File: src/rtl/if_id_skid_reg_pkg.sv
// Shared definitions for the IF/ID skid register: occupancy states and the
// architectural NOP (addi x0,x0,0) shown while the output entry is invalid.
package if_id_skid_reg_pkg;

  localparam logic [31:0] NOP_INSTR_DEFAULT = 32'h0000_0013;

  // EMPTY: nothing held; FULL: main entry only; SKID: main and skid entries.
  typedef enum logic [1:0] {
    ST_EMPTY = 2'd0,
    ST_FULL  = 2'd1,
    ST_SKID  = 2'd2
  } state_t;

  // Ready to fetch whenever the skid slot is free.
  function automatic logic can_accept(state_t st);
    return st != ST_SKID;
  endfunction

  // Output entry is meaningful whenever anything is held.
  function automatic logic has_entry(state_t st);
    return st != ST_EMPTY;
  endfunction

endpackage

File: src/rtl/if_id_skid_reg_sat_counter.sv
// Saturating up-counter with synchronous clear and count enable.
module sat_counter #(
  parameter int W = 16
) (
  input  logic         clk,
  input  logic         i_clr,
  input  logic         i_en,
  output logic [W-1:0] o_cnt
);

  logic [W-1:0] cnt_q;

  // Count up on enable, stick at all-ones, clear has priority.
  always_ff @(posedge clk) begin
    // NOTE: sequential state uses non-blocking (<=) so every flop samples
    // pre-edge values; blocking here would create order-dependent races.
    if (i_clr) begin
      cnt_q <= '0;
    end else if (i_en && (cnt_q != {W{1'b1}})) begin
      cnt_q <= cnt_q + W'(1);
    end
  end

  assign o_cnt = cnt_q;

endmodule

File: src/rtl/if_id_skid_reg.sv
// IF/ID pipeline register with a two-entry skid buffer. o_ready and o_valid
// are decoded from registered state only, so downstream back-pressure never
// reaches fetch combinationally. Flush squashes both entries and any fetch
// presented in the same cycle; i_en low freezes everything.
module if_id_skid_reg
  import if_id_skid_reg_pkg::*;
#(
  parameter int                  NB_INSTR  = 32,
  parameter int                  NB_PC     = 32,
  parameter int                  NB_CNT    = 16,
  parameter logic [NB_INSTR-1:0] NOP_INSTR = NB_INSTR'(NOP_INSTR_DEFAULT)
) (
  input  logic                clk,
  input  logic                i_rst,
  input  logic                i_en,
  input  logic                i_flush,
  input  logic [NB_INSTR-1:0] i_instr,
  input  logic [NB_PC-1:0]    i_pc,
  input  logic [NB_PC-1:0]    i_pc_next,
  input  logic                i_valid,
  output logic                o_ready,
  output logic [NB_INSTR-1:0] o_instr,
  output logic [NB_PC-1:0]    o_pc,
  output logic [NB_PC-1:0]    o_pc_next,
  output logic                o_valid,
  input  logic                i_ready,
  output logic [NB_CNT-1:0]   o_stall_cnt
);

  state_t state_q, state_d;

  logic [NB_INSTR-1:0] main_instr_q, skid_instr_q;
  logic [NB_PC-1:0]    main_pc_q,    skid_pc_q;
  logic [NB_PC-1:0]    main_pcn_q,   skid_pcn_q;

  logic push, pop;
  logic load_main_in, load_main_skid, load_skid;
  logic stall_inc;

  assign o_ready = can_accept(state_q);
  assign o_valid = has_entry(state_q);

  assign push = i_valid & o_ready & i_en;
  assign pop  = o_valid & i_ready & i_en;

  // Next occupancy and which slot loads what; flush overrides everything.
  always_comb begin
    // NOTE: every always_comb output gets a default first so no path can
    // leave it unassigned and infer a latch.
    state_d        = state_q;
    load_main_in   = 1'b0;
    load_main_skid = 1'b0;
    load_skid      = 1'b0;
    if (i_flush) begin
      state_d = ST_EMPTY;
    end else begin
      unique case (state_q)
        ST_EMPTY: begin
          if (push) begin
            state_d      = ST_FULL;
            load_main_in = 1'b1;
          end
        end
        ST_FULL: begin
          if (push && pop) begin
            load_main_in = 1'b1;
          end else if (push) begin
            state_d   = ST_SKID;
            load_skid = 1'b1;
          end else if (pop) begin
            state_d = ST_EMPTY;
          end
        end
        ST_SKID: begin
          if (pop) begin
            state_d        = ST_FULL;
            load_main_skid = 1'b1;
          end
        end
        default: state_d = ST_EMPTY;
      endcase
    end
  end

  // State and main entry; main is cleared so o_pc/o_pc_next read 0 after reset.
  always_ff @(posedge clk) begin
    if (i_rst) begin
      state_q      <= ST_EMPTY;
      main_instr_q <= '0;
      main_pc_q    <= '0;
      main_pcn_q   <= '0;
    end else begin
      state_q <= state_d;
      if (load_main_in) begin
        main_instr_q <= i_instr;
        main_pc_q    <= i_pc;
        main_pcn_q   <= i_pc_next;
      end else if (load_main_skid) begin
        main_instr_q <= skid_instr_q;
        main_pc_q    <= skid_pc_q;
        main_pcn_q   <= skid_pcn_q;
      end
    end
  end

  // Skid entry data.
  always_ff @(posedge clk) begin
    // NOTE: the skid payload has no reset; it is only read after a load,
    // which the state register guarantees, so resetting it buys nothing.
    if (load_skid) begin
      skid_instr_q <= i_instr;
      skid_pc_q    <= i_pc;
      skid_pcn_q   <= i_pc_next;
    end
  end

  assign o_instr   = o_valid ? main_instr_q : NOP_INSTR;
  assign o_pc      = main_pc_q;
  assign o_pc_next = main_pcn_q;

  // A stall cycle: something to hand over, decode not taking it, not frozen
  // and not being squashed.
  assign stall_inc = o_valid & ~i_ready & i_en & ~i_flush;

  sat_counter #(
    .W(NB_CNT)
  ) u_stall_cnt (
    .clk  (clk),
    .i_clr(i_rst),
    .i_en (stall_inc),
    .o_cnt(o_stall_cnt)
  );

endmodule

File: config.mk
export PLATFORM = sky130hd
export DESIGN_NAME = if_id_skid_reg
export DESIGN_NICKNAME = d
export VERILOG_FILES = /design/src/rtl/if_id_skid_reg_pkg.sv /design/src/rtl/if_id_skid_reg_sat_counter.sv /design/src/rtl/if_id_skid_reg.sv
export SDC_FILE = /design/constraint.sdc
export NUM_CORES = 1
export LEC_CHECK = 0
export ABC_AREA = 1
export ABC_CLOCK_PERIOD_IN_PS = 18200
export BUFFER_PORTS_ARGS = -buffer_cell sky130_fd_sc_hd__buf_2
export CORE_MARGIN = 2
export CORE_UTILIZATION = 35
export CTS_BUF_LIST = sky130_fd_sc_hd__clkbuf_8 sky130_fd_sc_hd__clkbuf_16
export DETAILED_ROUTE_END_ITERATION = 10
export SETUP_SLACK_MARGIN = 0.4
export SYNTH_ARGS = -nofsm -noshare
export SYNTH_HDL_FRONTEND = slang
export SYNTH_SLANG_ARGS = --single-unit
File: constraint.sdc
create_clock -name clk -period 18.2 [get_ports clk]
set_input_delay 5.46 -clock clk [delete_from_list [all_inputs] [get_ports clk]]
set_output_delay 5.46 -clock clk [all_outputs]
set_load 0.005 [all_outputs]
==> out/summary.txt <==
Post-synthesis sequential area ratio: 0.5734
Final Setup Violations: 0
RePlAce Congestion: 0.8160
Slew HR: 0.2233
Die width: 164.4 um
First-pass GRT wire length: 37670 um
Port bufs: 215
CP Data Arrival Time: 8.10 ns
GRT overflow: 0
Hold path start: o_pc_next[23]
Max VDD drop: 0.06682 mV
CTS tree: yes
Max Cap Viol: 0
Post-synth EDFFs: 96
Critical path class: input pin to flip-flop
Root buf cell: clkbuf_16
Max Freq: 129.4 MHz
DP Wirelength: 14350 um
Clk Latency, worst-skew pair: 0.52 ns
Hold WC Path Type: flip-flop to flip-flop
Synth unique cells: 26
FF+latch count, synth: 210
# H-tree levels: 1
Largest net degree at the start of global routing: 100
Clock buffer depth: 3
RSZ-0062 raised after global routing: no
Starting Density: 0.3567
CP max FO: 99
Die Ht: 164.4 um
Worst r2r src: state_q[1]
Worst Setup End Kind: flip-flop
Gate Count Post-Synth: 1079
CTS Sinks: 210
Clock buffer count from CTS: 24
Register-to-Register Path Depth: 8
Global Route Usage Sum: 0.1726
Post-Syn Area: 9007 um2
Setup tns final: 0 ns
Final Util: 0.4362
PwrDens: 92.40 nW/um2
Syn Area/Cell: 8.348 um2
Crit path launch type: input pin
Die ar.: 27030 um2
Routed WL: 23890 um
Synth Warn #: 0
Pleak: 4.589 nW
Hold Violations, Final: 0
Clk_skew: 0.006212 ns
Via density: 4.722
Area grow syn2layout: 22.30%
Placed instance area: 10260 um2
Ys async rst share: 0
Initial DRT Pass Iterations: 4
WHS: 0.4813 ns
Resized cells post-CTS: 0
Clock slew at reported path FFs: 0.06 ns
Max Slew Vio Count: 0
I/O pin count: 216
Hold Path End: o_pc_next[23]
Syn nets: 1182
# hold bufs at CTS: 0
Via count: 7607
Postcts setup bufs: 0
Fin nets: 1364
Share of cells above drive strength 1: 0.2150
Final worst path period share: 0.4247
Flop2flop setup slack: 14.82 ns
Avg WL per Cell: 14.83 um
Standard-cell rows: 58
Hold depth: 2
# DRC: 0
Min Tclk post-route: 7.730 ns
Initial antenna violation count: 1
Tightest Pin Transition: 1.165 ns
DRT antenna net count: 0
Core Footprint: 25250 um2
Status: complete, no violations
Fin area: 11020 um2
Synth Flop Type: dfxtp_1
Vias in the first global route: 7263
Critical R2R Capture: main_instr_q[9]
Required time worst endpoint: 18.57 ns
DRT iter0 DRCs: 450
-- placed cells by master, fill, tap and decap left out --
master     instances
nor2_1            54
clkinv_8           1
nand2_4            2
nor3_1             3
clkbuf_8           3
nand2_1          256
xor2_1             3
nor2_2             1
clkinv_2           8
nand3_1          200
or2_2              3
edfxtp_1          96
nor2_4             3
buf_2            214
nor4_2             1
clkbuf_16         24
diode_2            2
o21ba_2            1
dfxtp_1          114
clkinv_1           3
ha_1               1
inv_1            150
buf_4              9
inv_2              1
nand4_1            4
nand2_2            2
o21ai_0            6
xnor2_1            3
nor3_4             1
bufinv_16          1
a21oi_1          111
-- report_power, final --
group | switching, mW | total (mW) | internal (mW)
clock network | 0.193 | 0.459 | 0.266
logic | 0.0327 | 0.0537 | 0.0210
registers | 0.00414 | 0.505 | 0.501
-- cells in the mapped netlist (3+ instances only) --
| cell | count | area (um2) |
|---|---|---|
| inv_1 | 145 | 544.3 |
| clkbuf_1 | 29 | 108.9 |
| nor2_1 | 54 | 202.7 |
| nor3_1 | 3 | 15.01 |
| dfxtp_1 | 114 | 2282 |
| a21oi_1 | 111 | 555.5 |
| buf_2 | 29 | 145.1 |
| nand3_1 | 200 | 1001 |
| xnor2_1 | 3 | 26.28 |
| nand2_2 | 3 | 18.77 |
| o21ai_0 | 6 | 30.03 |
| nand2_1 | 256 | 960.9 |
| buf_4 | 8 | 60.06 |
| nand4_1 | 4 | 25.02 |
| edfxtp_1 | 96 | 2883 |
| or2_2 | 3 | 18.77 |
| xor2_1 | 3 | 26.28 |
-- kinds of logic after synthesis --
logic type | after synthesis | share of synthesized area
and+or+nand+nor | 530 | 0.2559
buffers and inverters | 214 | 0.09737
DFF | 210 | 0.5734
AOI/OAI and AO/OA | 118 | 0.06612
xor gates and xnor gates | 6 | 0.005835
adders and majority gates | 1 | 0.001389
-- registers in the layout (all words and copies together), names as in the netlist --
register and cells:
skid_pc_q 32, u_stall_cnt.o_cnt 16, state_q 2, skid_pcn_q 32
o_pc_next 32, o_pc 32, main_instr_q 32, skid_instr_q 32
-- worst max-delay path: stages --
cell and delay (ns):
buf_2 0.09, inv_1 0.06, nor2_4 0.11, nand2_2 0.12, nand2_4 0.07, buf_4 0.83, nand2_4 0.93, nand3_1 0.30
a21oi_1 0.09
-- cell type report --
| cell class | instances | area (um2) |
|---|---|---|
| Timing Repair Buffer | 223 | 1139 |
| Antenna cell | 2 | 5.005 |
| Sequential cell | 210 | 5165 |
| Inverter | 147 | 553.0 |
| Clock buffer | 27 | 641.9 |
| Clock inverter | 17 | 111.4 |
| Tap cell | 330 | 412.9 |
| Multi-Input combinational cell | 655 | 2988 |
| Fill cell | 2550 | 14240 |
-- worst max-delay path by stage --
stage | startpoint | endpoint | slack (ns) | depth (start not counted)
after CTS | i_en | main_instr_q[4] | 10.44 | 9
after global routing | i_en | main_instr_q[28] | 10.20 | 9
final | i_en | main_instr_q[9] | 10.47 | 9
after floorplan | i_en | skid_instr_q[0] | 2.35 | 6
after detailed placement | i_en | main_instr_q[4] | 9.89 | 9
after global placement | i_en | main_instr_q[23] | 9.94 | 9
-- per-stage QoR --
| step | total power [mW] | setup slack (ns) | instances |
|---|---|---|---|
| after detailed placement | 0.5697 | 9.894 | 1565 |
| after global routing | 1.059 | 10.20 | 1609 |
| after floorplan | 0.5425 | 2.347 | 1079 |
| final | 1.018 | 10.47 | 1611 |
| after CTS | 1.032 | 10.44 | 1609 |
| after global placement | 0.5687 | 9.937 | 1565 |
-- metal layers --
metal	global-route usage	share of wire
met1	0.2271	0.45
met5	0	0
met2	0.2889	0.46
met4	0.04308	0.021
met3	0.03893	0.069
(Power assumes the default switching activity.)
